<file path="src/rtl/hack_pkg.sv">
// hack_pkg: shared types and instruction-field constants for the Hack control core.
// States, IR field positions, destination bit indices and jump codes.
package hack_pkg;

    // Sequencer states; HALT is only reachable when HACK_CTRL_HALT_EN is defined
    typedef enum logic [2:0] {
        ST_FETCH  = 3'd0,
        ST_DECODE = 3'd1,
        ST_MEM_RD = 3'd2,
        ST_EXEC   = 3'd3,
        ST_MEM_WR = 3'd4,
        ST_COMMIT = 3'd5,
        ST_HALT   = 3'd6
    } state_t;

    // Instruction word field positions
    localparam int C_BIT   = 15;
    localparam int A_BIT   = 12;
    localparam int COMP_HI = 11;
    localparam int COMP_LO = 6;
    localparam int DEST_HI = 5;
    localparam int DEST_LO = 3;
    localparam int JUMP_HI = 2;
    localparam int JUMP_LO = 0;

    // Bit indices inside the 3-bit dest field (d1 d2 d3)
    localparam int DST_A = 2;
    localparam int DST_D = 1;
    localparam int DST_M = 0;

    // Jump codes (j1 j2 j3)
    localparam logic [2:0] J_NULL = 3'b000;
    localparam logic [2:0] JGT    = 3'b001;
    localparam logic [2:0] JEQ    = 3'b010;
    localparam logic [2:0] JGE    = 3'b011;
    localparam logic [2:0] JLT    = 3'b100;
    localparam logic [2:0] JNE    = 3'b101;
    localparam logic [2:0] JLE    = 3'b110;
    localparam logic [2:0] JMP    = 3'b111;

    // True for a C-instruction; the two bits below the opcode are don't-care
    function automatic logic is_c_inst(input logic [15:0] ir);
        return ir[C_BIT];
    endfunction

endpackage

</file>
<file path="src/rtl/hack_jump_cond.sv">
// hack_jump_cond: combinational jump decision from the jump field and the
// registered ALU flags. Each code is the OR of the selected lt/eq/gt terms,
// written out so that inconsistent flag pairs (zr=ng=1) behave as the
// plain sum-of-terms would.
module hack_jump_cond
    import hack_pkg::*;
(
    input  logic [2:0] jump,
    input  logic       zr,
    input  logic       ng,
    output logic       jmp
);

    logic gt;

    assign gt = ~ng & ~zr;

    // Decode the jump code against the lt (ng), eq (zr) and gt terms
    always_comb begin
        jmp = 1'b0;
        case (jump)
            J_NULL:  jmp = 1'b0;
            JGT:     jmp = gt;
            JEQ:     jmp = zr;
            JGE:     jmp = zr | gt;
            JLT:     jmp = ng;
            JNE:     jmp = ng | gt;
            JLE:     jmp = ng | zr;
            JMP:     jmp = ng | zr | gt;
            default: jmp = 1'b0;
        endcase
    end

endmodule

</file>
<file path="src/rtl/hack_ctrl.sv">
// hack_ctrl: multi-cycle sequencer for the Hack CPU. Owns A, D, PC and IR,
// fetches over a req/valid handshake, accesses data memory over req/ack and
// drives the external combinational ALU.
// Optional build macro HACK_CTRL_HALT_EN: a taken unconditional jump onto
// itself parks the core in HALT with halted=1 until reset.
module hack_ctrl
    import hack_pkg::*;
#(
    parameter int AW = 15,
    parameter int DW = 16
) (
    input  logic          clk,
    input  logic          reset,
    output logic          imem_req,
    output logic [AW-1:0] imem_addr,
    input  logic          imem_valid,
    input  logic [DW-1:0] imem_data,
    output logic          dmem_req,
    output logic          dmem_we,
    output logic [AW-1:0] dmem_addr,
    output logic [DW-1:0] dmem_wdata,
    input  logic [DW-1:0] dmem_rdata,
    input  logic          dmem_ack,
    output logic [DW-1:0] alu_x,
    output logic [DW-1:0] alu_y,
    output logic          alu_zx,
    output logic          alu_nx,
    output logic          alu_zy,
    output logic          alu_ny,
    output logic          alu_f,
    output logic          alu_no,
    input  logic [DW-1:0] alu_o,
    input  logic          alu_zr,
    input  logic          alu_ng,
    output logic [AW-1:0] pc,
    output logic          halted
);

    // The instruction encoding only makes sense for a 16-bit word
    if (DW != 16) begin : g_dw_check
        $error("hack_ctrl: DW must be 16");
    end

    state_t        state;
    state_t        state_nxt;
    logic [DW-1:0] a;
    logic [DW-1:0] d;
    logic [DW-1:0] ir;
    logic [DW-1:0] m;
    logic [DW-1:0] r;
    logic          zr;
    logic          ng;
    logic [AW-1:0] pc_q;
    logic [AW-1:0] pc_inc;
    logic [2:0]    dest;
    logic [2:0]    jump;
    logic          jmp;

    assign pc_inc = pc_q + AW'(1);
    assign dest   = ir[DEST_HI:DEST_LO];
    assign jump   = ir[JUMP_HI:JUMP_LO];
    assign pc     = pc_q;

    hack_jump_cond u_jump_cond (
        .jump (jump),
        .zr   (zr),
        .ng   (ng),
        .jmp  (jmp)
    );

`ifdef HACK_CTRL_HALT_EN
    logic halt_hit;
    logic halted_q;

    // A taken JMP whose target is the instruction itself is a deliberate stop
    assign halt_hit = jmp && (jump == JMP) && (a[AW-1:0] == pc_q);
    assign halted   = halted_q;

    // Halt flag sets on the self-loop commit and clears only on reset
    always_ff @(posedge clk) begin
        if (reset) begin
            halted_q <= 1'b0;
        end else if (state == ST_COMMIT && halt_hit) begin
            halted_q <= 1'b1;
        end
    end
`else
    assign halted = 1'b0;
`endif

    // Datapath-facing outputs: addresses and operands follow the registers
    assign imem_addr  = pc_q;
    assign dmem_addr  = a[AW-1:0];
    assign dmem_wdata = r;
    assign alu_x      = d;
    assign alu_y      = ir[A_BIT] ? m : a;
    assign {alu_zx, alu_nx, alu_zy, alu_ny, alu_f, alu_no} = ir[COMP_HI:COMP_LO];

    // State register
    always_ff @(posedge clk) begin
        if (reset) begin
            state <= ST_FETCH;
        end else begin
            state <= state_nxt;
        end
    end

    // Next-state and handshake requests; requests are masked while reset is high
    always_comb begin
        state_nxt = state;
        imem_req  = 1'b0;
        dmem_req  = 1'b0;
        dmem_we   = 1'b0;
        case (state)
            ST_FETCH: begin
                imem_req = 1'b1;
                if (imem_valid) begin
                    state_nxt = ST_DECODE;
                end
            end
            ST_DECODE: begin
                if (!is_c_inst(ir)) begin
                    state_nxt = ST_FETCH;
                end else if (ir[A_BIT]) begin
                    state_nxt = ST_MEM_RD;
                end else begin
                    state_nxt = ST_EXEC;
                end
            end
            ST_MEM_RD: begin
                dmem_req = 1'b1;
                if (dmem_ack) begin
                    state_nxt = ST_EXEC;
                end
            end
            ST_EXEC: begin
                state_nxt = dest[DST_M] ? ST_MEM_WR : ST_COMMIT;
            end
            ST_MEM_WR: begin
                dmem_req = 1'b1;
                dmem_we  = 1'b1;
                if (dmem_ack) begin
                    state_nxt = ST_COMMIT;
                end
            end
            ST_COMMIT: begin
                state_nxt = ST_FETCH;
`ifdef HACK_CTRL_HALT_EN
                if (halt_hit) begin
                    state_nxt = ST_HALT;
                end
`endif
            end
`ifdef HACK_CTRL_HALT_EN
            ST_HALT: begin
                state_nxt = ST_HALT;
            end
`endif
            default: begin
                state_nxt = ST_FETCH;
            end
        endcase
        if (reset) begin
            imem_req = 1'b0;
            dmem_req = 1'b0;
            dmem_we  = 1'b0;
        end
    end

    // Architectural registers: IR on fetch, A/PC on A-instructions, PC/A/D on commit
    always_ff @(posedge clk) begin
        if (reset) begin
            a    <= '0;
            d    <= '0;
            pc_q <= '0;
            ir   <= '0;
        end else begin
            case (state)
                ST_FETCH: begin
                    if (imem_valid) begin
                        ir <= imem_data;
                    end
                end
                ST_DECODE: begin
                    if (!is_c_inst(ir)) begin
                        a    <= ir;
                        pc_q <= pc_inc;
                    end
                end
                ST_COMMIT: begin
                    // Jump target uses A before this instruction's own A update
                    pc_q <= jmp ? a[AW-1:0] : pc_inc;
                    if (dest[DST_A]) begin
                        a <= r;
                    end
                    if (dest[DST_D]) begin
                        d <= r;
                    end
                end
                default: begin
                end
            endcase
        end
    end

    // Operand and result latches; only meaningful within the owning instruction
    always_ff @(posedge clk) begin
        if (state == ST_MEM_RD && dmem_ack) begin
            m <= dmem_rdata;
        end
        if (state == ST_EXEC) begin
            r  <= alu_o;
            zr <= alu_zr;
            ng <= alu_ng;
        end
    end

endmodule

</file>
<file path="config.mk">
export PLATFORM = sky130hd
export DESIGN_NAME = hack_ctrl
export DESIGN_NICKNAME = d
export VERILOG_FILES = /design/src/rtl/hack_pkg.sv /design/src/rtl/hack_jump_cond.sv /design/src/rtl/hack_ctrl.sv
export SDC_FILE = /design/constraint.sdc
export NUM_CORES = 1
export LEC_CHECK = 0
export CORE_AREA = 3 3 105 107
export CTS_BUF_LIST = sky130_fd_sc_hd__clkbuf_16
export DETAILED_ROUTE_END_ITERATION = 10
export DIE_AREA = 0 0 108 110
export PLACE_DENSITY = 0.87
export SLEW_MARGIN = 10
export SYNTH_ARGS = -nofsm -noshare
export SYNTH_HDL_FRONTEND = slang
export SYNTH_SLANG_ARGS = --single-unit
export TNS_END_PERCENT = 5
</file>
<file path="constraint.sdc">
create_clock -name clk -period 3.8 [get_ports clk]
set_input_delay 0.38 -clock clk [delete_from_list [all_inputs] [get_ports clk]]
set_output_delay 0.38 -clock clk [all_outputs]
set_load 0.005 [all_outputs]
</file>
## Word level (Yosys, flattened, before mapping)

Cells that the tools add are included.

| storage, ports and cells | value |
|---|---|
| output and inout bits | 103 |
| register bits | 100 |
| input port bits | 54 |

| operators by class | value |
|---|---|
| mux-type cells | 21 |
| reductions and logical operators | 10 |
| eq/ne operators | 17 |
| add/sub/neg operators | 1 |
| bitwise logic cells | 7 |

Operators with widths:

| operator | number |
|---|---|
| 2-to-1 mux 16 bit | 3 |
| one-hot mux 16 bit (2 select lines) | 1 |
| 2-to-1 mux 15 bit | 2 |
| one-hot mux 15 bit (2 select lines) | 1 |
| == test 3 bit, second input constant | 6 |
| adder 15 x 1 -> 15 bit, second input constant | 1 |
| one-hot mux 3 bit (5 select lines) | 1 |
| == test 3 x 2 -> 1 bit, second input constant | 4 |
| != test 2 bit, second input constant | 5 |
| 2-to-1 mux 3 bit | 3 |
| 2-to-1 mux 1 bit | 8 |
| one-hot mux 1 bit (8 select lines) | 1 |
| == test 3 x 1 -> 1 bit, second input constant | 2 |
| zero test 3 bit | 2 |
| AND reduction 2 bit | 3 |
| AND reduction 3 bit | 2 |
| OR 1 bit | 4 |
| 2-to-1 mux 2 bit | 1 |
| inverter 1 bit | 2 |
| nonzero test 2 bit | 1 |
| OR reduction 2 bit | 1 |
| bitwise AND 1 bit | 1 |
| logical AND 1 bit | 1 |

## Logic depth before layout (Yosys ltp)

Gate-level depths: netlist (run 1).

| logic depth | value |
|---|---|
| depth in word-level cells | 6 |
| depth in mapped cells | 7 |

## Modules after synthesis

Synthesis (run 1) repeated with hierarchy kept, for this count alone.

| unflattened totals | value |
|---|---|
| cell total of the unflattened synthesis | 466 |
| area total of the unflattened synthesis | 4,400.5 um^2 |

By module, submodules not included:

| module | instances | seq. area each (um^2) | area an instance (um^2) | cells an instance |
|---|---|---|---|---|
| hack_ctrl | 1 | 2,342.2 | 4,383.0 | 464 |
| hack_jump_cond | 1 | 0.0 | 17.5 | 2 |

## Worst setup path before layout (run 1)

OpenSTA, ideal clock, no wires.

| timing path | value |
|---|---|
| kind | reg2reg |
| start | register state[2] |
| end | register m[0], enable pin |
| slack | 1.007 ns |
| cell stages (with the launch flop) | 4 |
| arrival time | 2.362 ns |
| path buffers | 2 |
| period minus slack after synthesis | 2.793 ns |
| data required time | 3.369 ns |
| cells stage by stage | dfxtp_1 buf_2 buf_1 nor4bb_1 |

| on the way | value |
|---|---|
| longest elaborated chain between the ends | 2 |

RTL lines:

| item | RTL line | source |
|---|---|---|
| from (decl) | hack_ctrl.sv:44 | `state_t state;` |
| from (signal assigned) | hack_ctrl.sv:104 | `state <= state_nxt;` |
| == test 3 x 2 -> 1 bit | hack_ctrl.sv:208 | `if (state == ST_MEM_RD && dmem_ack) begin` |
| logical AND 1 bit | hack_ctrl.sv:208 |  |
| to (signal assigned) | hack_ctrl.sv:209 | `m <= dmem_rdata;` |
| to (decl) | hack_ctrl.sv:49 | `logic [DW-1:0] m;` |

Every way passes these cells.
A chain may end at the register's enable or synchronous reset.

## Final worst setup path (run 1)

| timing path | value |
|---|---|
| start | register state[2] |
| end | output port dmem_we |

| on the way | value |
|---|---|
| longest elaborated chain between the ends | 3 |

RTL lines:

| item | RTL line | source |
|---|---|---|
| == test 3 bit | hack_ctrl.sv:114 | `case (state)` |
| 2-to-1 mux 1 bit | hack_ctrl.sv:114 |  |
| 2-to-1 mux 1 bit | hack_ctrl.sv:163 | `if (reset) begin` |
| to (decl) | hack_ctrl.sv:19 | `output logic dmem_we,` |

Every way passes these cells.

==> summary.txt, run 1 <==
Yosys
  • Netlist cell types: 46
  • Sequential fraction of the synthesis area: 51.9%
  • Netlist Area Pre-Place: ~4500 sq um
  • Net count after synthesis: roughly 530
  • Ys flop type: dfxtp_1
  • Yosys top cell area share: between 20% and 30%
  • #FFs+latches synth: 100
  • Synthesized instance count: ~480
  • EDFF count, synth: 34
  • Mean Syn Cell Area: ~9.5 sq um
  • Cell accounting for the most synthesized area: dfxtp_1
  • Largest cells by area after synthesis: dfxtp_1 29%, edfxtp_1 23%, nand2_1 7.1%
  • Warnings from Yosys: 0
  • Asr flop ratio synth: 0%

Die
  • Cell row count: 37
  • Die area: 11,900 sq um
  • Die Y: approximately 110 um
  • Initial cell density of the core: between 40 and 50%
  • CORE AREA: around 10,000 sq um
  • IO Count: about 160
  • Die W: between 100 and 150 um

Setup path
  • Critical path arrival: around 2300 ps
  • Crit Path Max Fanout: 32
  • Top cell family by delay on the critical path: flip-flops
  • FF-to-FF Start: state[2]
  • Max stage delay cell, worst path: dfxtp_1
  • Setup crit end kind: output port
  • Critical Path Source Type: register
  • Crit-path cells: nor4b_1 -> clkdlybuf4s50_1
  • Crit-path max cell delay: around 1000 ps
  • Reg2reg setup slack: ~1200 ps
  • CP Buf/Inv Count: 1
  • Worst setup path start: state[2]
  • Kind of critical path: register to output port
  • Worst EP required: 3420 ps

Timing
  • Setup ws final: ~1100 ps
  • Min Tclk post-route: between 2000 and 3000 ps
  • Period Utilization, post-route: 69.9%
  • Max Clock Freq: 0.377 GHz
  • Final setup fails: 0
  • Worst rel slew slack: between 20% and 30%
  • Slew @ Worst Pin: 1140 ps
  • Skew final: approximately 6.1 ps
  • RSZ-0062 raised after global routing: no
  • Final Hold Viols: 0
  • Max-slew violation count: 0
  • Setup TNS: 0 ps

Power
  • P_leak: 2.07 nW
  • Final Total Pwr: around 2.4 mW
  • Power Dens Cells: 383 nW/um^2
  • Maximum VDD drop: around 0.3 mV

Cells and area
  • Area growth, synth to finish: 36.9%
  • # nets final: ~640
  • Most common cell after layout, fill and taps aside: clkdlybuf4s50_1
  • Design Area, Final: 6180 sq um
  • Ant diodes: 0
  • Finished Core Util: 60.4%
  • Area occupied by multi-input gates: ~1800 sq um
  • Reg area: 2340 sq um
  • Filler instances: 839
  • Share of layout cells above drive strength 1: 6.98%
  • Most frequent cells in the layout: 154 x clkdlybuf4s50_1, 85 x nand2_1, 66 x dfxtp_1

Clocking
  • H-tree levels: 3
  • Post-CTS repair timing setup buffer count: 0
  • CTS sink cnt: 100
  • Post-CTS sizing: 0
  • CTS Buf Count: 9
  • Clk root buf: clkbuf_16
  • Worst skew pair latency: approximately 340 ps
  • Hold Buf Count CTS: 0
  • Clock-pin slew on the worst setup and hold paths: ~70 ps
  • Deepest clock path buffer count: 2
  • CTS tree: built

Placement
  • Post-DP HPWL: around 9.3 mm
  • I/O Buffers: roughly 160
  • Pre-CTS WS: about 1300 ps
  • Area after DPL: about 5900 sq um
  • GP Congestion: around 0.9

Route
  • Via density: between 5 and 6
  • DR iter-0 viols: between 200 and 250
  • 1st-pass router iterations: 5
  • Final WL: between 10 and 15 mm
  • Via count: between 3,000 and 4,000
  • Per-cell routed wire length: approximately 17 um
  • Routed Antenna Nets: 0
  • # DRC: 0

GRT
  • Vias in the first global route: roughly 3,700
  • Largest net degree at the start of global routing: between 40 and 50
  • Total global-route track usage: a little over a fifth
  • Initial antenna violation count: 0
  • First-pass GRT wire length: just under 20 mm
  • Remaining global-route overflow: 0

Job
  • Max cap viols: 0

Hold path
  • Hold_sp: alu_x[11]
  • Hold Crit Class: register to register

Status
  • Status: finished, final reports clean
stage by stage:
stage                     hold slack, ps  std cells
after floorplan                      437        477
after global placement               442        707
after detailed placement             448        707
after CTS                            461        723
after global routing                 472        723
final                                458        723
registers in the layout, summed over array words and instances, names as in the netlist, 3 cells and up:
| register | cells |
|---|---|
| state | 3 |
| a | 16 |
| imem_addr | 15 |
| ir | 16 |
| alu_x | 16 |
| dmem_wdata | 16 |
| m | 16 |
power breakdown:
group / switching, mW / internal, mW / leakage (nW)
clock network: 0.421 / 0.455 / 0.134
registers: 0.0540 / 1.14 / 0.843
logic: 0.120 / 0.179 / 1.10
total: 0.595 / 1.77 / 2.07
per-layer routing:
metal	wire [um]	track usage (%)	share of wire [%]
met1	5060	26.2	40
met5	0	0	0
met2	6040	34.7	48
met4	319	7.39	2.5
met3	1160	5.65	9.2
cells by family after synthesis:
group                    share of synthesized area (%)
flip-flops                                        51.9
adder cells (fa/ha/maj)                          0.277
XOR/XNOR                                         0.194
AND/OR/NAND/NOR                                   19.2
buffers and inverters                             9.29
AO/OA/AOI/OAI                                     12.8
multiplexers                                      6.21
other                                           0.0831
cell usage after synthesis (4+ instances only):
| master | instances |
|---|---|
| a311oi_1 | 15 |
| buf_4 | 34 |
| nand4_1 | 5 |
| buf_2 | 7 |
| nand2_1 | 85 |
| mux2_2 | 16 |
| or4_1 | 4 |
| dfxtp_1 | 66 |
| a22oi_1 | 4 |
| mux2i_1 | 10 |
| a21oi_1 | 45 |
| o32ai_1 | 6 |
| and3_1 | 6 |
| nand3_1 | 28 |
| nor3_1 | 5 |
| a31oi_1 | 5 |
| nor2_1 | 22 |
| clkbuf_1 | 18 |
| o21ai_0 | 7 |
| buf_1 | 4 |
| inv_1 | 11 |
| edfxtp_1 | 34 |
| nor4_1 | 5 |
| nor2b_1 | 8 |
area by class of cell:
type / count / area share [%]
inverters: 11 / 0.669
clock inverters: 7 / 0.993
flip-flops and latches: 100 / 37.9
repair buffers: 158 / 25.4
clock buffers: 9 / 3.65
well taps: 136 / 2.76
multi-input cells: 302 / 28.6
worst paths after layout:
path | end | cells past startpoint
hold / removal | alu_x[11] | 2
setup / recovery | dmem_we | 2
setup reg to reg | a[11] | 4
hold reg to reg | alu_x[11] | 2
worst reg2reg max path, cell delays in order (launching register included):
cell and delay, ps:
dfxtp_1 1020, nor2b_1 250, nor3_4 830, nor2_1 100, a311oi_1 300
No activity file was read; power rests on OpenSTA's default activity.
==> inputs of run 2 (changes only) <==
--- a/config.mk
+++ b/config.mk
@@ -5,11 +5,11 @@
 export SDC_FILE = /design/constraint.sdc
 export NUM_CORES = 1
 export LEC_CHECK = 0
-export CORE_AREA = 3 3 105 107
+export CORE_AREA = 3 3 109 111
 export CTS_BUF_LIST = sky130_fd_sc_hd__clkbuf_16
 export DETAILED_ROUTE_END_ITERATION = 10
-export DIE_AREA = 0 0 108 110
-export PLACE_DENSITY = 0.87
+export DIE_AREA = 0 0 112 114
+export PLACE_DENSITY = 0.85
 export SLEW_MARGIN = 10
 export SYNTH_ARGS = -nofsm -noshare
 export SYNTH_HDL_FRONTEND = slang
==> constraint.sdc (replaced) <==
create_clock -name clk -period 2.2 [get_ports clk]
set_input_delay 0.22 -clock clk [delete_from_list [all_inputs] [get_ports clk]]
set_output_delay 0.22 -clock clk [all_outputs]
set_load 0.005 [all_outputs]
==> run 2 against run 1 <==
Worst setup slack worse by 1000 ps. Sequential power up 71%. Cell area up 2.0%. Power up 77%. Non-clock buffer count up 12. Clock power up 82%. Sequential cell count unchanged. Die area up 7.5%. Cell count up 2.2%. Critical path depth up 1. Count of clock-buffer cells in the layout unchanged. Largest power group unchanged. Global-route usage down 1.3 points.
==> summary.txt, run 2 (synthesized netlist as in run 1, its figures left out) <==
Power
  • Power Dens Cells: about 660 nW/um^2
  • Maximum VDD drop: around 0.39 mV
  • P_leak: approximately 2.2 nW

Placement
  • GP Congestion: between 0.8 and 0.9
  • I/O Buffers: between 150 and 200
  • Post-DP HPWL: ~9.6 mm
  • Dpl cells: 723

Timing
  • RSZ-0062 raised after global routing: no
  • Final setup fails: 0
  • Max Clock Freq: 0.484 GHz
  • Worst rel slew slack: approximately 58%
  • Max-slew violation count: 0
  • Setup TNS: 0 ps
  • Min Tclk post-route: just over 2000 ps
  • Period Utilization, post-route: between 90% and 100%
  • Skew final: around 9.3 ps
  • Final Hold Viols: 0
  • Slew @ Worst Pin: roughly 630 ps

Clocking
  • CTS sink cnt: 100
  • Deepest clock path buffer count: 2
  • Post-CTS sizing: 0
  • Clock-pin slew on the worst setup and hold paths: 70 ps
  • Hold Buf Count CTS: 0
  • H-tree levels: 3
  • Post-CTS repair timing setup buffer count: 0
  • CTS tree: built
  • CTS Buf Count: 9
  • Worst skew pair latency: ~340 ps
  • Clk root buf: clkbuf_16

Setup path
  • FF-to-FF Start: imem_addr[1]
  • Reg2reg setup slack: between 300 and 400 ps
  • Crit Path Max Fanout: 14
  • Setup crit end kind: output port
  • Kind of critical path: register to output port
  • Worst reg-to-reg path cell count: 5
  • Critical Path Source Type: register
  • Critical path arrival: about 1900 ps
  • Worst EP required: about 2000 ps
  • FF-to-FF End: imem_addr[8]

Hold path
  • Hold_sp: reset
  • Hold path depth: 2
  • Hold EP: alu_x[12]
  • Hold Crit Class: input pin to register

Route
  • DR iter-0 viols: 244
  • Per-cell routed wire length: 17.3 um
  • # DRC: 0
  • Final WL: 12.8 mm
  • 1st-pass router iterations: 5
  • Via density: 5.36
  • Routed Antenna Nets: 0
  • Via count: between 3,000 and 4,000

Cells and area
  • Most frequent cells in the layout: 154 x clkdlybuf4s50_1, 85 x nand2_1, 66 x dfxtp_1
  • # nets final: 649
  • Post-route insts no fill: around 740
  • Most common cell after layout, fill and taps aside: clkdlybuf4s50_1
  • Share of layout cells above drive strength 1: 8.68%
  • Ant diodes: 0
  • Area growth, synth to finish: 39.6%

GRT
  • First-pass GRT wire length: 20.2 mm
  • Vias in the first global route: about 3,900
  • Remaining global-route overflow: 0
  • Largest net degree at the start of global routing: 55
  • Total global-route track usage: 19.6%
  • Initial antenna violation count: 0

Die
  • Cell row count: 38
  • IO Count: ~160
  • Die Y: around 110 um
  • Initial cell density of the core: 41.4%
  • CORE AREA: about 11,000 sq um
  • Die W: ~110 um
  • Die area: 12,800 sq um

Status
  • Status: finished, final reports clean

Job
  • Max cap viols: 0
-- run 2: power by group --
part	switching [mW]	total, mW	internal (mW)
Sequential	0.0752	2.04	1.97
Combinational	0.224	0.549	0.324
Clock	0.778	1.59	0.810
Total	1.08	4.18	3.10
-- run 2: layout make-up --
cell class / instances / area [sq um]
Clock buffer: 9 / 225
Clock inverter: 7 / 78.8
Fill cell: 920 / 4590
Inverter: 11 / 41.3
Multi-Input combinational cell: 302 / 1760
Sequential cell: 100 / 2340
Tap cell: 140 / 175
Timing Repair Buffer: 170 / 1670
-- run 2: worst max path at each step --
stage,start,to,slack [ps],cells past startpoint
after floorplan,state[2],m[0],10,3
after global placement,state[2],imem_addr[1],410,6
after detailed placement,state[2],imem_addr[1],360,6
after CTS,state[1],dmem_req,120,3
after global routing,state[1],dmem_req,20,3
final,state[1],dmem_req,130,3
-- run 2: worst max-delay path, cell delays in order, from the launching register on --
cell and delay [ps]:
dfxtp_1 590, xnor2_1 150, nor3_1 210, clkdlybuf4s50_1 560
-- run 2: through the flow --
stage / hold slack, ps / cell area [sq um] / power (mW) / utilization (%) / setup slack [ps]
global placement: 442 / 5990 / 2.62 / 55.1 / 409
floorplan: 319 / 4520 / 2.33 / - / 12.3
detailed placement: 449 / 5990 / 2.64 / 55.1 / 355
finish: 301 / 6300 / 4.18 / 57.8 / 132
global route: 299 / 6300 / 4.34 / 57.8 / 23.7
CTS: 288 / 6300 / 4.21 / 57.8 / 119
-- run 2: routing by layer --
layer | share of wire [%] | wire length (um) | GRT usage, % | vias up
li1 | - | - | - | 1901
met1 | 41 | 5230 | 24.5 | 1880
met2 | 50 | 6370 | 33.9 | 168
met3 | 8.0 | 1020 | 4.72 | 12
met4 | 1.2 | 157 | 5.37 | 0
met5 | 0 | 0 | 0 | -
